### src/rtl/s_ram_pkg.sv
// Shared types and defaults for the S-memory arbiter: widths, FSM states, requester indices.
package s_ram_pkg;

    localparam int ADDR_W = 8;
    localparam int DATA_W = 8;

    typedef enum logic [1:0] {
        ARB   = 2'd0,
        LOCK0 = 2'd1,
        LOCK1 = 2'd2
    } arb_state_t;

    localparam logic REQ_ENGINE = 1'b0;
    localparam logic REQ_HOST   = 1'b1;

endpackage

### src/rtl/s_ram_arbiter_if.sv
// Requester, ramcore and status signals between the S-memory arbiter and its environment.
interface s_ram_arbiter_if
    import s_ram_pkg::*;
#(
    parameter int ADDR_W = s_ram_pkg::ADDR_W,
    parameter int DATA_W = s_ram_pkg::DATA_W
);
    logic              req0, lock0, we0;
    logic [ADDR_W-1:0] addr0;
    logic [DATA_W-1:0] wdata0;
    logic              gnt0, rvalid0;

    logic              req1, lock1, we1;
    logic [ADDR_W-1:0] addr1;
    logic [DATA_W-1:0] wdata1;
    logic              gnt1, rvalid1;

    logic [DATA_W-1:0] rdata;
    logic [ADDR_W-1:0] ram_addr;
    logic [DATA_W-1:0] ram_data;
    logic              ram_wren;
    logic [DATA_W-1:0] ram_q;
    logic              lock_err;

    // Arbiter side
    modport slave (
        input  req0, lock0, we0, addr0, wdata0,
        input  req1, lock1, we1, addr1, wdata1,
        input  ram_q,
        output gnt0, rvalid0, gnt1, rvalid1,
        output rdata, ram_addr, ram_data, ram_wren, lock_err
    );

    // Requesters plus ramcore side
    modport master (
        output req0, lock0, we0, addr0, wdata0,
        output req1, lock1, we1, addr1, wdata1,
        output ram_q,
        input  gnt0, rvalid0, gnt1, rvalid1,
        input  rdata, ram_addr, ram_data, ram_wren, lock_err
    );

endinterface

### src/rtl/s_ram_arbiter.sv
// Round-robin arbiter with ownership lock in front of the 256x8 S ramcore.
// Optional lock watchdog: define S_RAM_ARB_LOCK_TIMEOUT_EN.
module s_ram_arbiter
    import s_ram_pkg::*;
#(
    parameter int ADDR_W   = s_ram_pkg::ADDR_W,
    parameter int DATA_W   = s_ram_pkg::DATA_W,
    parameter int LOCK_MAX = 16
) (
    input  logic            clk,
    input  logic            reset,
    s_ram_arbiter_if.slave  bus
);

    arb_state_t        r_state;
    logic              r_last;
    logic              r_rvalid0, r_rvalid1;
    logic              w_gnt0, w_gnt1;
    logic [ADDR_W-1:0] w_addr;
    logic [DATA_W-1:0] w_data;

    // Grant is same-cycle; a lock owner is served alone, otherwise the non-last winner takes ties.
    always_comb begin
        w_gnt0 = 1'b0;
        w_gnt1 = 1'b0;
        case (r_state)
            ARB: begin
                w_gnt0 = bus.req0 & (~bus.req1 | (r_last == REQ_HOST));
                w_gnt1 = bus.req1 & (~bus.req0 | (r_last == REQ_ENGINE));
            end
            LOCK0:   w_gnt0 = bus.req0;
            LOCK1:   w_gnt1 = bus.req1;
            default: ;
        endcase
    end

    assign w_addr = w_gnt1 ? bus.addr1  : bus.addr0;
    assign w_data = w_gnt1 ? bus.wdata1 : bus.wdata0;

    assign bus.gnt0     = w_gnt0;
    assign bus.gnt1     = w_gnt1;
    assign bus.ram_addr = w_addr;
    assign bus.ram_data = w_data;
    assign bus.ram_wren = (w_gnt0 & bus.we0) | (w_gnt1 & bus.we1);
    assign bus.rvalid0  = r_rvalid0;
    assign bus.rvalid1  = r_rvalid1;
    assign bus.rdata    = bus.ram_q;

`ifdef S_RAM_ARB_LOCK_TIMEOUT_EN
    localparam int CNT_W = $clog2(LOCK_MAX + 1);

    logic [CNT_W-1:0] r_lock_cnt;
    logic             r_lock_err;
    logic             w_timeout;

    // Fires on the LOCK_MAX-th locked cycle if the owner still asserts its lock.
    assign w_timeout = ((r_state == LOCK0 && bus.lock0) || (r_state == LOCK1 && bus.lock1)) &&
                       (r_lock_cnt == CNT_W'(LOCK_MAX - 1));
    assign bus.lock_err = r_lock_err;
`else
    logic w_unused_lock_max;
    assign w_unused_lock_max = |LOCK_MAX;
    assign bus.lock_err      = 1'b0;
`endif

    always_ff @(posedge clk or posedge reset) begin
        if (reset) begin
            r_state   <= ARB;
            r_last    <= REQ_HOST;
            r_rvalid0 <= 1'b0;
            r_rvalid1 <= 1'b0;
`ifdef S_RAM_ARB_LOCK_TIMEOUT_EN
            r_lock_cnt <= '0;
            r_lock_err <= 1'b0;
`endif
        end else begin
            r_rvalid0 <= w_gnt0 & ~bus.we0;
            r_rvalid1 <= w_gnt1 & ~bus.we1;

            if (w_gnt0)
                r_last <= REQ_ENGINE;
            else if (w_gnt1)
                r_last <= REQ_HOST;

            case (r_state)
                ARB: begin
                    if (w_gnt0 && bus.lock0)
                        r_state <= LOCK0;
                    else if (w_gnt1 && bus.lock1)
                        r_state <= LOCK1;
                end
                LOCK0:   if (!bus.lock0) r_state <= ARB;
                LOCK1:   if (!bus.lock1) r_state <= ARB;
                default: r_state <= ARB;
            endcase

`ifdef S_RAM_ARB_LOCK_TIMEOUT_EN
            // Counter is cleared in every ARB cycle, so each lock period starts from zero.
            if (r_state == ARB) begin
                r_lock_cnt <= '0;
            end else if (w_timeout) begin
                r_state    <= ARB;
                r_lock_err <= 1'b1;
                r_lock_cnt <= '0;
            end else begin
                r_lock_cnt <= r_lock_cnt + 1'b1;
            end
`endif
        end
    end

endmodule

### src/flat_wrapper.sv
// flat-port wrapper written by rule: the top's interface ports become plain ports
module s_ram_arbiter_flat import s_ram_pkg::*;
#(
    parameter int ADDR_W   = s_ram_pkg::ADDR_W,
    parameter int DATA_W   = s_ram_pkg::DATA_W,
    parameter int LOCK_MAX = 16
)
  (clk, reset, bus_req0, bus_lock0, bus_we0, bus_addr0, bus_wdata0, bus_req1, bus_lock1, bus_we1, bus_addr1, bus_wdata1, bus_ram_q, bus_gnt0, bus_rvalid0, bus_gnt1, bus_rvalid1, bus_rdata, bus_ram_addr, bus_ram_data, bus_ram_wren, bus_lock_err);
  s_ram_arbiter_if #(.ADDR_W(ADDR_W), .DATA_W(DATA_W)) bus_i ();
  input  logic clk;
  input  logic reset;
  input wire logic [$bits(bus_i.req0)-1:0] bus_req0;
  input wire logic [$bits(bus_i.lock0)-1:0] bus_lock0;
  input wire logic [$bits(bus_i.we0)-1:0] bus_we0;
  input wire logic [$bits(bus_i.addr0)-1:0] bus_addr0;
  input wire logic [$bits(bus_i.wdata0)-1:0] bus_wdata0;
  input wire logic [$bits(bus_i.req1)-1:0] bus_req1;
  input wire logic [$bits(bus_i.lock1)-1:0] bus_lock1;
  input wire logic [$bits(bus_i.we1)-1:0] bus_we1;
  input wire logic [$bits(bus_i.addr1)-1:0] bus_addr1;
  input wire logic [$bits(bus_i.wdata1)-1:0] bus_wdata1;
  input wire logic [$bits(bus_i.ram_q)-1:0] bus_ram_q;
  output wire logic [$bits(bus_i.gnt0)-1:0] bus_gnt0;
  output wire logic [$bits(bus_i.rvalid0)-1:0] bus_rvalid0;
  output wire logic [$bits(bus_i.gnt1)-1:0] bus_gnt1;
  output wire logic [$bits(bus_i.rvalid1)-1:0] bus_rvalid1;
  output wire logic [$bits(bus_i.rdata)-1:0] bus_rdata;
  output wire logic [$bits(bus_i.ram_addr)-1:0] bus_ram_addr;
  output wire logic [$bits(bus_i.ram_data)-1:0] bus_ram_data;
  output wire logic [$bits(bus_i.ram_wren)-1:0] bus_ram_wren;
  output wire logic [$bits(bus_i.lock_err)-1:0] bus_lock_err;
  assign bus_i.req0 = bus_req0;
  assign bus_i.lock0 = bus_lock0;
  assign bus_i.we0 = bus_we0;
  assign bus_i.addr0 = bus_addr0;
  assign bus_i.wdata0 = bus_wdata0;
  assign bus_i.req1 = bus_req1;
  assign bus_i.lock1 = bus_lock1;
  assign bus_i.we1 = bus_we1;
  assign bus_i.addr1 = bus_addr1;
  assign bus_i.wdata1 = bus_wdata1;
  assign bus_i.ram_q = bus_ram_q;
  assign bus_gnt0 = bus_i.gnt0;
  assign bus_rvalid0 = bus_i.rvalid0;
  assign bus_gnt1 = bus_i.gnt1;
  assign bus_rvalid1 = bus_i.rvalid1;
  assign bus_rdata = bus_i.rdata;
  assign bus_ram_addr = bus_i.ram_addr;
  assign bus_ram_data = bus_i.ram_data;
  assign bus_ram_wren = bus_i.ram_wren;
  assign bus_lock_err = bus_i.lock_err;
  s_ram_arbiter #(.ADDR_W(ADDR_W), .DATA_W(DATA_W), .LOCK_MAX(LOCK_MAX)) u_core (.clk(clk), .reset(reset), .bus(bus_i));
endmodule
### config.mk
export PLATFORM = sky130hd
export DESIGN_NAME = s_ram_arbiter_flat
export DESIGN_NICKNAME = d
export VERILOG_FILES = /design/src/rtl/s_ram_pkg.sv /design/src/rtl/s_ram_arbiter_if.sv /design/src/rtl/s_ram_arbiter.sv /design/src/flat_wrapper.sv
export SDC_FILE = /design/constraint.sdc
export NUM_CORES = 1
export LEC_CHECK = 0
export CORE_AREA = 5 5 53 55
export DETAILED_ROUTE_END_ITERATION = 10
export DIE_AREA = 0 0 58 60
export HOLD_SLACK_MARGIN = 0.1
export PLACE_DENSITY = 0.85
export SLEW_MARGIN = 10
export SYNTH_ARGS = -nofsm -noshare
export SYNTH_HDL_FRONTEND = slang
export SYNTH_SLANG_ARGS = --single-unit
export TNS_END_PERCENT = 10
### constraint.sdc
create_clock -name clk -period 3 [get_ports clk]
set_input_delay 0.6 -clock clk [delete_from_list [all_inputs] [get_ports clk]]
set_output_delay 0.6 -clock clk [all_outputs]
set_load 0.1 [all_outputs]
==> Yosys cells after proc, flatten, opt, wreduce, memory -nomap -nowiden <==
Index checks and enable logic that the tools add are counted.
{ "classes": {"n_addsub": 0, "reduce_logical": 5, "mul": 0, "shifts": 0, "bitwise_logic": 14, "mux": 11, "n_eq_ne": 5, "magnitude_cmp": 0, "div": 0} }
{ "op_table": {"columns": ["cell", "count"], "rows": [
  ["8-bit 2-to-1 mux", 2],
  ["2-bit 2-to-1 mux", 4],
  ["1-bit AND", 6],
  ["2-bit case mux with 3 select lines", 1],
  ["1-bit inverter", 5],
  ["2-bit != test (second input constant)", 2],
  ["1-bit case mux with 2 select lines", 2],
  ["3-bit by 1-bit != test with 1-bit output (second input constant)", 1],
  ["1-bit OR", 3],
  ["3-bit AND reduction", 1],
  ["2-bit by 1-bit == test with 1-bit output (second input constant)", 1],
  ["2-bit == test (second input constant)", 1],
  ["1-bit logical AND", 2],
  ["2-bit logical NOT", 1],
  ["1-bit 2-to-1 mux", 2],
  ["2-bit nonzero test", 1]
]} }
{ "word_totals": {"latch_bits": 0, "rom_bits": 0, "ff_bits": 5, "output_inout_bits": 30, "mem_count": 0, "ramBits": 0} }

==> Depth between registers and ports, before layout <==
{ "logic_depth": {"ltp_word": 8, "mapped_depth": 4} }

==> Worst setup path before layout <==
No wires, ideal clock.
{ "synth_timing": {"path_kind": "input -> output", "start": "input bus_req1", "end": "output bus_ram_wren", "required_time_ns": 2.400, "n_path_buf": 0, "cell_stages": 3, "arrival_time_ns": 2.274, "slack_ns": 0.126, "cell_sequence": "nand2b_1 o211a_1 a32o_1"} }
{ "synth_via": {"elab_chain_len": 6, "word_cells_on_any_way": 9} }
{ "synth_rtl": {"columns": ["item", "line_no", "rtl"], "rows": [
  ["start: declaration", "flat_wrapper.sv:17", "input wire logic [$bits(bus_i.req1)-1:0] bus_req1;"],
  ["1-bit inverter", "s_ram_arbiter.sv:28", "w_gnt0 = bus.req0 & (~bus.req1 | (r_last == REQ_HOST));"],
  ["1-bit OR", "s_ram_arbiter.sv:28", null],
  ["1-bit AND", "s_ram_arbiter.sv:28", null],
  ["1-bit case mux with 2 select lines", "s_ram_arbiter.sv:26", "case (r_state)"],
  ["named net bus_gnt0", "flat_wrapper.sv:23", "output wire logic [$bits(bus_i.gnt0)-1:0] bus_gnt0;"],
  ["1-bit AND", "s_ram_arbiter.sv:44", "assign bus.ram_wren = (w_gnt0 & bus.we0) | (w_gnt1 & bus.we1);"],
  ["1-bit OR", "s_ram_arbiter.sv:44", null],
  ["end: declaration", "flat_wrapper.sv:30", "output wire logic [$bits(bus_i.ram_wren)-1:0] bus_ram_wren;"]
]} }
The timed path passes the listed nets, and every way through them passes these cells.

==> Final worst setup path <==
{ "layout_timing": {"start": "input bus_req0", "end": "output bus_ram_addr[2]"} }
{ "layout_via": {"elab_chain_len": 5} }
{ "layout_rtl": {"columns": ["item", "line_no", "rtl"], "rows": [
  ["start: declaration", "flat_wrapper.sv:12", "input wire logic [$bits(bus_i.req0)-1:0] bus_req0;"],
  ["1-bit inverter", "s_ram_arbiter.sv:29", "w_gnt1 = bus.req1 & (~bus.req0 | (r_last == REQ_ENGINE));"],
  ["1-bit OR", "s_ram_arbiter.sv:29", null],
  ["1-bit AND", "s_ram_arbiter.sv:29", null],
  ["1-bit case mux with 2 select lines", "s_ram_arbiter.sv:26", null],
  ["8-bit 2-to-1 mux", "s_ram_arbiter.sv:37", "assign w_addr = w_gnt1 ? bus.addr1 : bus.addr0;"],
  ["end: declaration", "flat_wrapper.sv:28", "output wire logic [$bits(bus_i.ram_addr)-1:0] bus_ram_addr;"]
]} }
Every way passes these cells.

==> impl_metrics.env <==
export IMPL_grt_pass1_wl_um=2967
export IMPL_status="complete, no violations"
export IMPL_ys_top_cells_by_count="9 x buf_4, 8 x mux2_2, 8 x mux2_4"
export IMPL_r2r_cells=3
export IMPL_drt_pass1_iter_count=3
export IMPL_syn_inst=49
export IMPL_yosysSeqAreaShare_pct=22.90
export IMPL_critPathMaxFanout=18
export IMPL_worstPathRequired_ns=2.40
export IMPL_endpoint_kind="output pin"
export IMPL_postLayoutSetupSlackWorst_ns=0.2848
export IMPL_ant_nets=0
export IMPL_num_rows=18
export IMPL_finalWirelength_um=2086
export IMPL_clock_latency_ns=0.24
export IMPL_cts_inserted_buffers=3
export IMPL_cp_start_kind="input pin"
export IMPL_cts_tree="done"
export IMPL_slew_viol_final=0
export IMPL_hold_class="reg2reg"
export IMPL_yosys_warnings=0
export IMPL_period_share_pct=90.51
export IMPL_core_area_mm2=0.002342
export IMPL_drt_iter0_drc=14
export IMPL_rsz0062_at_grt="false"
export IMPL_synth_ff_type="dfrtp_1"
export IMPL_first_global_vias=704
export IMPL_viasPerCell=4.248
export IMPL_hold_viol=0
export IMPL_antenna_found_initial=0
export IMPL_drv_cap=0
export IMPL_io_pin_count=78
export IMPL_grt_use_total_pct=11.76
export IMPL_synth_cell_type_count=20
export IMPL_ys_ff_latch=5
export IMPL_syn_nets=97
export IMPL_power_density_mw_per_mm2=568.2
export IMPL_syn2layout_area_growth_pct=139.0
export IMPL_gp_congestion=0.7153
export IMPL_r2r_slack_ns=1.82
export IMPL_min_period_ns=2.715
export IMPL_ys_top_cells_by_area="mux2_4 22%, dfrtp_1 18%, mux2_2 16%"
export IMPL_wl_per_cell_um=15.68
export IMPL_drive_gt1_share_pct=42.72
export IMPL_cts_reportedPaths_clkPinSlew_ns=0.05
export IMPL_crit_start="bus_req0"
export IMPL_htreeDepth=1
export IMPL_setup_viol=0
export IMPL_die_height_um=60
export IMPL_dieArea_mm2=0.003480
export IMPL_synth_area_um2=551.8
export IMPL_leakagePower_nw=0.5952
export IMPL_ctsHoldBuffers=0
export IMPL_dieWidth_um=58
export IMPL_ir_worst_vdd_mv=0.3212
export IMPL_cts_max_path_buffers=2
export IMPL_synth_top_cell_by_area="mux2_4"
export IMPL_cts_root_buf="clkbuf_4"
export IMPL_routed_via_count=565
export IMPL_post_place_ws_ns=0.2789
export IMPL_fin_skew_ns=0.004952
export IMPL_drc=0
export IMPL_r2r_start="u_core.r_last"
export IMPL_cp_arrival_ns=2.12
export IMPL_endpoint="bus_ram_addr[2]"
export IMPL_r2r_end="u_core.bus.rvalid0"
export IMPL_fin_util_pct=56.30
export IMPL_postSynthAreaPerCell_um2=11.26
export IMPL_numPortBuffers=60
export IMPL_post_cts_resized=0
export IMPL_initial_core_util_pct=23.56
export IMPL_post_cts_buffers=0
export IMPL_grt_max_degree=19
export IMPL_path_class="in2out"
export IMPL_fmax_mhz=368.3
export IMPL_n_antenna_cell=0
export IMPL_final_nets=152
export IMPL_dp_hpwl_um=1905
export IMPL_cts_sinks=5
export IMPL_fin_setup_tns_ns=0
export IMPL_netlist_area_leader_share_pct=21.77
export IMPL_synth_most_common_cell="buf_4"
export IMPL_grt_overflow=0
export IMPL_async_flop_share_pct=100.0
export IMPL_synth_edf_count=0
-- worst min-delay path by stage --
stage | from | slack, ns | end | cells past startpoint
2_1_floorplan | reset | 0.38 | u_core.bus.rvalid0 | 1
3_3_place_gp | u_core.r_state[1] | 0.48 | u_core.r_state[0] | 1
3_5_place_dp | u_core.r_state[1] | 0.51 | u_core.r_state[0] | 1
4_1_cts | u_core.r_state[1] | 0.51 | u_core.r_state[0] | 1
5_1_grt | u_core.r_state[1] | 0.53 | u_core.r_state[0] | 1
6_report | u_core.r_state[1] | 0.51 | u_core.r_state[0] | 1
-- cells by family (layout without fill, tap and decap cells) --
family,count (synthesis),in the layout,synth area share (%)
compound gates,5,5,6.803
buf+inv,13,67,17.00
flops,5,5,22.90
mux,16,16,38.10
other cells,1,1,0.6796
simple gates,9,9,14.51
-- placed cells by master, fill, tap and decap left out --
master,n
buf_4,2
nand2b_1,1
nand3b_4,1
dfstp_2,1
conb_1,1
inv_1,3
mux2_2,8
dfrtp_1,4
nor3b_1,2
o21a_1,1
nand2_4,1
nor2b_4,1
clkbuf_4,3
clkdlybuf4s50_1,39
nor2_1,1
o211a_1,1
clkbuf_1,1
buf_12,19
mux2_4,8
nand2_1,1
nor2b_1,1
a21oi_1,2
a32o_1,1
-- final cells by class --
class,count,area [µm²]
fill,212,1023
timing repair buffer,60,785.8
multi-input combinational,31,331.6
sequential,5,126.4
tap,30,37.54
clock buffer,4,26.28
inverter,3,11.26
-- stage by stage --
step / total power, W / hold WS (ns) / cells / instance area [µm²]
detailed placement: 0.0006765 / 0.5101 / 129 / 1292
finish: 0.0007493 / 0.5126 / 133 / 1319
global route: 0.0007772 / 0.5314 / 133 / 1319
global placement: 0.0006665 / 0.4847 / 129 / 1292
floorplan: 0.0005075 / 0.3778 / 49 / 551.8
CTS: 0.0007604 / 0.5136 / 133 / 1319
-- power breakdown --
group | total [W] | internal, W | switching (W)
clock | 0.0000779 | 0.0000503 | 0.0000276
sequential | 0.0000928 | 0.0000807 | 0.0000120
combinational | 0.000579 | 0.000229 | 0.000350
-- routing by layer --
layer / track usage (%) / part of all wire [%] / vias to the layer above
met5: 0 / 0 / -
met4: 8.609 / 1.2 / 0
met3: 3.888 / 9.0 / 2
met2: 24.19 / 62 / 39
met1: 8.690 / 28 / 257
li1: - / - / 267
-- critical path, stage by stage --
cell and delay (ns):
clkdlybuf4s50_1 0.57, nand3b_4 0.12, nand2_4 0.24, mux2_2 0.40
buf_12 0.17
-- sequential cells by signal, summed over array words and instances (netlist names) --
name and count:
u_core.bus.rvalid1 1, u_core.r_state 2, u_core.r_last 1, u_core.bus.rvalid0 1
Note: power is estimated with default switching activity, not from simulation.
